--- src/rtl/config_write_arbiter.sv ---
// Round-robin arbiter sharing the registered configuration write bus among
// several write sources, each with a one-entry holding buffer.
module config_write_arbiter #(
  parameter int          ADDR_WIDTH      = 10,
  parameter int          WORD_WIDTH      = 36,
  parameter int          REQUESTER_COUNT = 4,
  parameter int          REQUESTER_WIDTH = 2,
  parameter int unsigned IDLE_ADDR       = 1023
) (
  input  logic                                  clock,
  input  logic                                  reset_n,
  input  logic                                  hold,
  input  logic [REQUESTER_COUNT-1:0]            req_valid,
  output logic [REQUESTER_COUNT-1:0]            req_ready,
  input  logic [REQUESTER_COUNT*ADDR_WIDTH-1:0] req_addr,
  input  logic [REQUESTER_COUNT*WORD_WIDTH-1:0] req_data,
  output logic                                  config_valid,
  output logic [ADDR_WIDTH-1:0]                 config_addr,
  output logic [WORD_WIDTH-1:0]                 config_data,
  output logic [REQUESTER_WIDTH-1:0]            grant_id
);

  localparam logic [ADDR_WIDTH-1:0]      IDLE_ADDR_W = ADDR_WIDTH'(IDLE_ADDR);
  localparam logic [REQUESTER_WIDTH-1:0] LAST_INIT   = REQUESTER_WIDTH'(REQUESTER_COUNT - 1);

  logic [REQUESTER_COUNT-1:0] full;
  logic [ADDR_WIDTH-1:0]      buf_addr [REQUESTER_COUNT];
  logic [WORD_WIDTH-1:0]      buf_data [REQUESTER_COUNT];
  logic [REQUESTER_WIDTH-1:0] last_grant;

  logic [REQUESTER_WIDTH-1:0] cand [REQUESTER_COUNT];
  logic [REQUESTER_COUNT-1:0] grant;
  logic [REQUESTER_WIDTH-1:0] grant_idx;
  logic                       grant_any;
  logic [REQUESTER_COUNT-1:0] accept;

  // Search order: last_grant+1, last_grant+2, ... wrapping back to last_grant.
  always_comb begin
    for (int k = 0; k < REQUESTER_COUNT; k++) begin
      cand[k] = REQUESTER_WIDTH'((int'(last_grant) + k + 1) % REQUESTER_COUNT);
    end
  end

  always_comb begin
    grant     = '0;
    grant_idx = '0;
    grant_any = 1'b0;
    if (!hold) begin
      for (int k = 0; k < REQUESTER_COUNT; k++) begin
        if (!grant_any && full[cand[k]]) begin
          grant_any       = 1'b1;
          grant_idx       = cand[k];
          grant[cand[k]]  = 1'b1;
        end
      end
    end
  end

  // Handshake: a write transfers on an edge where req_valid[i] & req_ready[i];
  // the requester keeps valid/addr/data stable until then. A buffer being
  // granted this cycle frees up on the same edge, so it can accept again.
  assign req_ready = ~full | grant;
  assign accept    = req_valid & req_ready;

  always_ff @(posedge clock or negedge reset_n) begin
    if (!reset_n) begin
      full <= '0;
      for (int i = 0; i < REQUESTER_COUNT; i++) begin
        buf_addr[i] <= '0;
        buf_data[i] <= '0;
      end
    end else begin
      for (int i = 0; i < REQUESTER_COUNT; i++) begin
        if (accept[i]) begin
          full[i]     <= 1'b1;
          buf_addr[i] <= req_addr[i*ADDR_WIDTH +: ADDR_WIDTH];
          buf_data[i] <= req_data[i*WORD_WIDTH +: WORD_WIDTH];
        end else if (grant[i]) begin
          full[i] <= 1'b0;
        end
      end
    end
  end

  // Idle cycles park the bus on an unmapped address so no consumer decodes a write.
  always_ff @(posedge clock or negedge reset_n) begin
    if (!reset_n) begin
      config_valid <= 1'b0;
      config_addr  <= IDLE_ADDR_W;
      config_data  <= '0;
      grant_id     <= '0;
      last_grant   <= LAST_INIT;
    end else if (grant_any) begin
      config_valid <= 1'b1;
      config_addr  <= buf_addr[grant_idx];
      config_data  <= buf_data[grant_idx];
      grant_id     <= grant_idx;
      last_grant   <= grant_idx;
    end else begin
      config_valid <= 1'b0;
      config_addr  <= IDLE_ADDR_W;
      config_data  <= '0;
    end
  end

endmodule

--- config.mk ---
export PLATFORM = sky130hd
export DESIGN_NAME = config_write_arbiter
export DESIGN_NICKNAME = d
export VERILOG_FILES = /design/src/rtl/config_write_arbiter.sv
export SDC_FILE = /design/constraint.sdc
export NUM_CORES = 1
export LEC_CHECK = 0
export BUFFER_PORTS_ARGS = -buffer_cell sky130_fd_sc_hd__buf_2
export CAP_MARGIN = 20
export CELL_PAD_IN_SITES_DETAIL_PLACEMENT = 0
export CELL_PAD_IN_SITES_GLOBAL_PLACEMENT = 1
export CORE_MARGIN = 8
export CORE_UTILIZATION = 48
export DETAILED_ROUTE_END_ITERATION = 7
export PLACE_DENSITY_LB_ADDON = 0.1
export SYNTH_ARGS = -nofsm -noshare
export SYNTH_HDL_FRONTEND = slang
export SYNTH_SLANG_ARGS = --single-unit
--- constraint.sdc ---
create_clock -name clock -period 5.2 [get_ports clock]
set_input_delay 1.04 -clock clock [delete_from_list [all_inputs] [get_ports clock]]
set_output_delay 1.04 -clock clock [all_outputs]
set_load 0.01 [all_outputs]
==> results_dict.tcl <==
set metrics [dict create \
    startpoint "last_grant[0]" \
    synth-seq-cells 239 \
    cp.required_ns 4.16 \
    layout-drive-gt1-share 0.3503 \
    die_x_microns 174.7 \
    hold_class "flip-flop to flip-flop" \
    post_drt_via_cell_ratio 6.254 \
    area_growth_syn_to_layout_pct 18.92 \
    antenna_found_initial 8 \
    fin_crit_ns 4.784 \
    first_global_vias 9677 \
    wirelength_microns 37540 \
    synth_cell_type_count 56 \
    grt_max_degree 123 \
    hold_violations 0 \
    ys_seq_area_frac 0.4957 \
    fillers 2106 \
    postCtsSetupBuffers 0 \
    r2r_slack_ns 0.90 \
    period_share 0.9201 \
    worst_slew_pin_slew_ns 1.066 \
    numCtsBuffers 27 \
    crit_chain "inv_1 -> ha_1 -> mux4_2 -> a21oi_1 -> nor2b_1 -> a221oi_4 -> a21o_1 -> nand2_1 -> buf_2" \
    rr_worst_depth 8 \
    port_buffers 243 \
    die_h_microns 174.7 \
    ctsRootBufferMaster "clkbuf_16" \
    rsz0062_at_grt "no" \
    synth_warnings 0 \
    core_sq_um 24960 \
    ir_drop_mv 0.5144 \
    start_util 0.4845 \
    power_w 0.009793 \
    fp-row-count 58 \
    cp_num_cells 9 \
    gp_congestion 0.8241 \
    end_kind "primary output" \
    cts_resized 0 \
    critPathArrivalTime_ns 3.74 \
    timing.setup.tns_ns 0 \
    grt_pass1_wl_microns 58660 \
    first_pass_iters 7 \
    relSlewSlack 0.2871 \
    final_nets 1334 \
    syn-num-nets 1125 \
    ys_async_sr_fraction 1.000 \
    synth_top_cell_area_share 0.4696 \
    cts_max_level 1 \
    drcViolationCount 0 \
    clock_latency_ns 0.54 \
    leakagePower_nw 6.433 \
    synth_flop_cell "dfrtp_1" \
    p_per_area_nw_per_um2 680.8 \
    cts_buffer_depth 3 \
    hold_ws_ns 0.4855 \
    critical_path.top_delay_family "flip-flops" \
    status "finished, final reports clean" \
    synth_area_leaders "dfrtp_1 (47%), a221o_1 (11%), a22o_1 (10%)" \
    dp_hpwl_microns 24210 \
    crit_buf_inv 2 \
    max_cap_viol_count 0 \
    io_pins 244 \
    wl_per_cell_microns 25.20 \
    die_area_sq_um 30530 \
    cts_tree "yes" \
    synth_area_sq_um 12100 \
    grt-ovfl-total 0 \
    crit_type "flip-flop to primary output" \
    synth_edf_count 0 \
    vias 9319 \
    max_freq_mhz 209.0 \
    track_usage 0.2405 \
    maxSlewViolCount 0 \
    detail-route-antenna-nets 0 \
    cts_sinks 239 \
    clkTransAtPathRegs_ns 0.06 \
    crit_end "req_ready[1]" \
    synth_cells 926 \
    cp-start-kind "flip-flop" \
    r2r-start "last_grant[0]" \
    drtIter0Drc 731 \
    crit_fanout 18 \
    reg2reg_to "buf_data[91]" \
    synth_top_cell_by_area "dfrtp_1" \
    synth_area_per_cell_sq_um 13.06 \
    holdBufCountCts 0 \
    finClkSkew_ns 0.01114 \
    crit_path_max_incr_delay_ns 0.81 \
    slowest_stage "dfstp_2" \
    setup-violations-final 0 \
]
area by class of cell:
class,instances,area [sq um],share of cell area
Sequential cell,239,5996,0.4168
Multi-Input combinational cell,582,5478,0.3808
Timing Repair Buffer,265,1461,0.1016
Clock buffer,38,807.0,0.05611
Tap cell,330,412.9,0.02871
Clock inverter,12,143.9,0.01000
Inverter,20,75.07,0.005219
Antenna cell,4,10.01,0.0006959
worst min-delay path by stage:
stage / startpoint / endpoint / depth (start not counted)
after floorplan: buf_addr[30] / buf_addr[30] / 1
after global placement: buf_addr[31] / buf_addr[31] / 1
after detailed placement: buf_addr[35] / buf_addr[35] / 1
after CTS: buf_addr[35] / buf_addr[35] / 1
after global routing: buf_addr[31] / buf_addr[31] / 1
final: buf_addr[34] / buf_addr[34] / 1
flip-flops by register name, indices dropped and copies added, names as in the netlist:
register      cells
grant_id          2
config_addr      10
full              4
config_data      36
buf_addr         40
buf_data        144
last_grant        2
config_valid      1
routing by layer:
layer  wire length, microns  up-vias  global-route usage
met3                   2367       76             0.04921
li1                       -     4169                   -
met2                  17490      348              0.3800
met1                  16590     4716              0.3274
met5                     63        -                   0
met4                   1039       10             0.07489
placed cells by master (no fill, tap or decap), types with 6 or more instances in the layout:
master     count
buf_2        242
dfrtp_1      227
a22o_1       138
a221o_1      138
mux2i_1       77
mux2_4        41
o22ai_1       36
clkbuf_16     27
inv_1         19
nand2_1       18
nor2_1        17
buf_4         16
dfstp_2       12
mux2_2        10
o32a_1        10
clkbuf_8       9
ha_1           8
mux2_1         7
a21o_1         6
and2_0         6
clkinv_2       6
metrics by stage:
stage / instance area (sq um) / setup WS [ns] / utilization / cells
finish: 14380 / 0.4157 / 0.5762 / 1490
global route: 14380 / 0.2468 / 0.5761 / 1489
CTS: 14350 / 0.4282 / 0.5750 / 1485
detailed placement: 13400 / 0.9658 / 0.5369 / 1435
global placement: 13370 / 1.082 / 0.5355 / 1433
floorplan: 12100 / 1.486 / - / 926
synthesized netlist by cell type (all sizes together) (2+ instances only):
| master | n |
|---|---|
| nor3 | 4 |
| nor2 | 20 |
| a21o | 6 |
| a221o | 138 |
| a21oi | 8 |
| nand2 | 21 |
| nand3 | 3 |
| nor3b | 2 |
| o31ai | 3 |
| a22o | 138 |
| mux2 | 58 |
| o32a | 10 |
| dfrtp | 227 |
| mux2i | 78 |
| clkbuf | 28 |
| or3b | 3 |
| inv | 19 |
| ha | 8 |
| o22ai | 37 |
| and3 | 4 |
| nor2b | 3 |
| dfstp | 12 |
| a211oi | 5 |
| a221oi | 3 |
| o21ai | 6 |
| o221ai | 2 |
| buf | 57 |
| and2 | 10 |
| nand4 | 2 |
cells by family (layout without fill, tap and decap cells):
family	Yosys count	after routing	synth area share
adders and majority gates	8	8	0.008276
DFF	239	239	0.4957
buffers and inverters	105	335	0.05679
muxes	137	137	0.1334
AOI/OAI and AO/OA	361	361	0.2731
other	0	4	0
and+or+nand+nor	76	76	0.03269
worst reg2reg max path, delay by kind of cell (launching register included):
family,cells,cell delay (ns)
flip-flops,1,0.81
multiplexers,1,0.69
adder cells (fa/ha/maj),1,0.54
AO/OA/AOI/OAI,4,1.43
buffers and inverters,2,0.77
power by group:
group | switching, W | total [W] | leakage [nW] | internal (W)
clock | 0.000800 | 0.00203 | 0.471 | 0.00123
combinational | 0.00229 | 0.00445 | 3.41 | 0.00216
sequential | 0.000594 | 0.00331 | 2.55 | 0.00272
total | 0.00368 | 0.00979 | 6.43 | 0.00611
Power figures use the tool's default switching activity.
